<file path="config.mk">
export PLATFORM = sky130hd
export DESIGN_NAME = result_packet_tx
export DESIGN_NICKNAME = d
export VERILOG_FILES = /design/src/rtl/result_packet_tx.sv
export SDC_FILE = /design/constraint.sdc
export NUM_CORES = 1
export LEC_CHECK = 0
export BUFFER_PORTS_ARGS = -buffer_cell sky130_fd_sc_hd__buf_2
export CAP_MARGIN = 5
export CORE_MARGIN = 5
export CORE_UTILIZATION = 40
export CTS_CLUSTER_SIZE = 14
export DETAILED_ROUTE_END_ITERATION = 8
export PLACE_DENSITY = 0.67
export SYNTH_ARGS = -nofsm -noshare
export SYNTH_HDL_FRONTEND = slang
export SYNTH_SLANG_ARGS = --single-unit
export TNS_END_PERCENT = 10
</file>
<file path="constraint.sdc">
create_clock -name clock -period 4.5 [get_ports clock]
set_clock_uncertainty 0.05 [all_clocks]
set_input_delay 0.225 -clock clock [delete_from_list [all_inputs] [get_ports clock]]
set_output_delay 0.225 -clock clock [all_outputs]
set_load 0.03 [all_outputs]
</file>
<file path="src/rtl/result_packet_tx.sv">
// Result packet transmitter: captures Black-Scholes results on the rising edge of BS_DONE,
// queues them in a small FIFO and streams each as a two-beat valid/ready packet.
module result_packet_tx #(
  parameter int DEPTH = 4
) (
  input  logic                   clock,
  input  logic                   reset,
  input  logic                   BS_DONE,
  input  logic [31:0]            opt_id,
  input  logic [31:0]            otype,
  input  logic [31:0]            price,
  input  logic                   tx_ready,
  output logic                   tx_valid,
  output logic [31:0]            tx_data,
  output logic                   tx_last,
  output logic                   full,
  output logic                   overflow,
  output logic [$clog2(DEPTH):0] count
);

  localparam int PTR_W = $clog2(DEPTH);
  localparam int CNT_W = PTR_W + 1;

  typedef enum logic [1:0] {
    IDLE  = 2'd0,
    SEND0 = 2'd1,
    SEND1 = 2'd2
  } tx_state_e;

  tx_state_e        state, state_next;
  logic             prev_bs_done;
  logic [PTR_W-1:0] wr_ptr, rd_ptr;
  logic [CNT_W-1:0] count_next;
  logic             capture, pop, push, drop;

  logic [31:0] word0_mem [DEPTH];
  logic [31:0] price_mem [DEPTH];

  // Only opt_id[31:1] and otype[0] are carried in the packet.
  logic unused_input_bits;
  assign unused_input_bits = ^{opt_id[0], otype[31:1]};

  assign full = (count == CNT_W'(DEPTH));

  always_comb begin
    capture = BS_DONE && !prev_bs_done;
    pop     = (state == SEND1) && tx_ready;
    // A capture while full survives only if the head leaves at the same edge.
    push    = capture && (!full || pop);
    drop    = capture && full && !pop;
  end

  always_comb begin
    count_next = count;
    unique case ({push, pop})
      2'b10:   count_next = count + CNT_W'(1);
      2'b01:   count_next = count - CNT_W'(1);
      default: count_next = count;
    endcase
  end

  // NOTE: sequential state uses non-blocking assignments so every register samples
  // the pre-edge values of its neighbours, regardless of process evaluation order.
  always_ff @(posedge clock) begin
    if (reset) begin
      state        <= IDLE;
      prev_bs_done <= 1'b0;
      wr_ptr       <= '0;
      rd_ptr       <= '0;
      count        <= '0;
      overflow     <= 1'b0;
    end else begin
      state        <= state_next;
      prev_bs_done <= BS_DONE;
      count        <= count_next;
      if (push) wr_ptr <= wr_ptr + PTR_W'(1);
      if (pop)  rd_ptr <= rd_ptr + PTR_W'(1);
      if (drop) overflow <= 1'b1;
    end
  end

  // NOTE: the storage array is deliberately left out of reset; the pointers and
  // count define which entries are valid, so clearing the data buys nothing.
  always_ff @(posedge clock) begin
    if (push) begin
      word0_mem[wr_ptr] <= {opt_id[31:1], otype[0]};
      price_mem[wr_ptr] <= price;
    end
  end

  // NOTE: every signal assigned in this block gets a default first, so no path
  // through the case statement can leave it unassigned and infer a latch.
  always_comb begin
    state_next = state;
    unique case (state)
      IDLE:    if (count != '0) state_next = SEND0;
      SEND0:   if (tx_ready)    state_next = SEND1;
      SEND1:   if (tx_ready)    state_next = (count_next != '0) ? SEND0 : IDLE;
      default: state_next = IDLE;
    endcase
  end

  // Outputs depend only on the state register and the FIFO head, never on tx_ready.
  always_comb begin
    tx_valid = 1'b0;
    tx_last  = 1'b0;
    tx_data  = '0;
    unique case (state)
      SEND0: begin
        tx_valid = 1'b1;
        tx_data  = word0_mem[rd_ptr];
      end
      SEND1: begin
        tx_valid = 1'b1;
        tx_last  = 1'b1;
        tx_data  = price_mem[rd_ptr];
      end
      default: ;
    endcase
  end

endmodule

</file>
==> results by group <==
Hold path
  – Hold path depth: 4
  – End point of the worst hold path: rd_ptr[1]$_SDFFE_PP0N_
  – Path category of the worst min-delay check: input port to flop
  – Worst hold start: tx_ready

Yosys
  – Synth top area cells: edfxtp_1 73%, mux4_2 10%, mux4_1 3.7%, dfxtp_1 2.5%, a22oi_1 2.3%
  – Synthesis Warnings: 0
  – Most frequent cell after synthesis: edfxtp_1
  – Largest area contributor in the netlist: edfxtp_1
  – Post-synthesis cell type count: 35
  – Ys async rst share: 0
  – Number of instances in the synthesized netlist: 491
  – Synthesized-area fraction occupied by ao, oa, aoi and oai cells: 0.03206
  – Simple-gate portion of the synthesized area: 0.03455
  – Sequential-to-total area share from yosys stat: 0.7541
  – Register bit count reported by yosys: 269
  – Area share of the leading cell type in the synthesized netlist: 0.7294
  – Multiplexer share of the synthesized area: 0.1431
  – Synthesized-area fraction occupied by adder cells: 0.01258
  – Ranking of synthesized cells by instance count: 256 x edfxtp_1, 49 x mux4_2, 35 x nor2b_1, 32 x a22oi_1, 15 x mux4_1
  – Area of the mapped netlist: 10540 µm²
  – Largest family of logic cells by synthesized area: multiplexers
  – Synth Net Count: 601
  – Most used DFF post-synth: edfxtp_1
  – Mean Syn Cell Area: ~21 µm²
  – Synth Area in XOR/XNOR: 0.003324
  – Post-synth EDFFs: 256

Run
  – Maximum capacitance violations: 0

STA
  – Setup TNS Final: 0 ns
  – Worst rel slew slack: 0.3117
  – Final Hold Vio Count: 0
  – Number of setup violations in the final report: 0
  – Post-route setup slack: 1.527 ns
  – Final Hold Slack: slightly above 0.09 ns
  – Worst-margin pin slew: 1.033 ns
  – Clock period minus worst slack: 2.973 ns
  – Portion of the clock cycle consumed by the worst path in the final layout: 0.6607
  – RSZ-0062 raised after global routing: false
  – Total count of max-transition violations in the final report: 0
  – Timing-limited maximum frequency: approximately 340 MHz

Clock tree
  – Clock sinks: between 200 and 300
  – Root Buffer Master: clkbuf_16
  – Post-CTS setup buffers: 0
  – Longest Clk Path Bufs: 3
  – Number of buffers added to fix hold violations after cts: 67
  – Post-cts gate resize count: 0
  – Clock-pin slew reported for the worst setup and hold paths after clock tree synthesis: 0.06 ns
  – Inserted Clock Buffers: 27
  – CTS tree: done
  – Number of levels the H-tree was split into: 1
  – Worst skew pair latency: 0.52 ns

Detailed routing
  – Antenna-violating nets left: 0
  – Via count: 5271
  – Aggregate routed wire length: approximately 20000 µm
  – Number of DRC markers after the initial detailed-route iteration: 282
  – Mean number of vias per cell: around 5
  – DRC viols: 0
  – Avg WL per Cell: about 20 µm
  – Initial DRT Pass Iterations: 6

Critical path
  – Cell depth of the worst flop-to-flop path: 5
  – Crit path required time: around 4.2 ns
  – Endpoint arrival time on the critical path: 2.70 ns
  – Worst Path Max Fanout: 36
  – Worst Setup Path Type: flop to primary output
  – Count of buffering cells on the critical path with inverters included: 2
  – CP startpoint kind: flop
  – Worst Setup End Kind: primary output
  – Cell class contributing the biggest share of worst-path delay: flip-flops
  – RR Endpoint: word0_mem[0][31]$_DFFE_PP_
  – Origin of the critical flop-to-flop path: state[0]$_SDFFE_PP0P_
  – Crit-path slowest cell: dfxtp_4
  – Largest stage delay, worst path: approximately 0.74 ns
  – Register-to-register setup slack: 1.79 ns
  – Crit path cell chain: buf_12, mux4_1, a22oi_1, nor2b_1, buf_2

Die
  – Number of top-level pins: approximately 140
  – Die footprint: 29690 µm²
  – Core footprint: 25980 µm²
  – Number of rows in the core area: 59
  – Horizontal extent of the die: 172.3 µm
  – Die extent in y: 172.3 µm
  – Initial cell density of the core: 0.4056

Pwr
  – VDD IR-drop max: 312.9 µV
  – Leakage: between 4 and 5 nW
  – Total power: about 5.7 mW
  – Power density relative to cell area: 442.7 nW/µm²

Placement
  – Placer Congestion: around 0.76
  – Instance count after placement with tap cells included: 909
  – Count of buffers inserted at the top-level ports: 106
  – Post-place setup slack: 1.774 ns
  – Instance area at placement: 11350 µm²
  – Post-detail-place hpwl: 11100 µm

Global route
  – Total overflow reported by the global router: 0
  – First-pass GRT wire length: about 32000 µm
  – Vias in the first global route: 5782
  – Largest net degree at the start of global routing: between 60 and 70
  – Antenna violations before repair: 1
  – Global-route usage over all layers: 0.1374

Layout
  – Layout cell share with drive strength beyond 1: 0.2975
  – Filler Cell Count: 2157
  – Footprint of the multi-input gates: 2392 µm²
  – Synth-to-layout area growth: 22.87%
  – Combined flip-flop and latch cell area: 7955 µm²
  – Filler-free cell count of the finished design: 1025
  – Final design area excluding fillers: between 10000 and 15000 µm²
  – Final Core Density: 0.4983
  – Final-stage net count: 780

Status
  – Run status: finished, final reports clean
## power breakdown
group / switching (mW) / leakage [nW] / internal (mW) / total [mW]
clock network: 0.885 / 0.448 / 1.44 / 2.32
registers: 0.0372 / 2.45 / 2.85 / 2.89
logic: 0.290 / 1.41 / 0.231 / 0.521
total: 1.21 / 4.30 / 4.52 / 5.73
## flip-flops by register name (all words and copies together) (netlist names), named ones only
register      cells
count             3
overflow          1
prev_bs_done      1
price_mem       128
rd_ptr            2
state             2
word0_mem       128
wr_ptr            2
## per-layer routing
metal  vias to the layer above  track usage  wire (µm)  share of wire
li1                       2404            -          -              -
met1                      2703       0.1811       8486           0.42
met2                       131       0.2357      10340           0.51
met3                        33      0.02789       1039          0.051
met4                         0      0.03452        456          0.022
met5                         -            0          0              0
## worst max path at each step
stage	depth (start not counted)	to	start
after floorplan	6	price_mem[0][0]$_DFFE_PP_	state[0]$_SDFFE_PP0P_
after global placement	5	price_mem[0][5]$_DFFE_PP_	state[0]$_SDFFE_PP0P_
after detailed placement	5	price_mem[0][5]$_DFFE_PP_	state[0]$_SDFFE_PP0P_
after CTS	5	tx_data[12]	flop
after global routing	5	tx_data[14]	flop
final	5	tx_data[12]	flop
## final cells by class
| cell class | instances | area share |
|---|---|---|
| inverter | 5 | 0.001449 |
| tap | 335 | 0.03237 |
| clock inverter | 17 | 0.01807 |
| antenna | 1 | 0.0001933 |
| sequential | 269 | 0.6144 |
| clock buffer | 31 | 0.05334 |
| timing repair buffer | 176 | 0.09547 |
| multi-input combinational | 191 | 0.1848 |
## worst min-delay path, stage by stage
cell	delay [ns]
buf_2	0.13
nand3_1	0.10
xor2_1	0.07
nor2_1	0.10
## logic make-up (layout without fill, tap and decap cells)
family                   Yosys count  in the layout
other                              0              1
adder cells (fa/ha/maj)           10             10
AO/OA/AOI/OAI                     47             47
AND/OR/NAND/NOR                   65             65
buffers and inverters             31            229
flip-flops                       269            269
multiplexers                      65             65
XOR/XNOR                           4              4
## cells in the final DEF, fill, tap and decap left out, drive strengths merged, types with 2 or more instances in the layout
master | netlist | layout
inv | 5 | 6
dlygate4sd3 | 0 | 67
o21ai | 2 | 2
and2 | 4 | 4
clkbuf | 6 | 31
nand2 | 4 | 4
buf | 20 | 109
nor2 | 12 | 12
xnor2 | 2 | 2
a21oi | 6 | 6
nor3b | 2 | 2
a22oi | 32 | 32
clkinv | 0 | 9
dfxtp | 13 | 13
mux4 | 64 | 64
bufinv | 0 | 6
a211oi | 2 | 2
edfxtp | 256 | 256
nand3 | 4 | 4
nor3 | 2 | 2
xor2 | 2 | 2
nor2b | 35 | 35
ha | 9 | 9
Note: power is estimated with default switching activity, not from simulation.
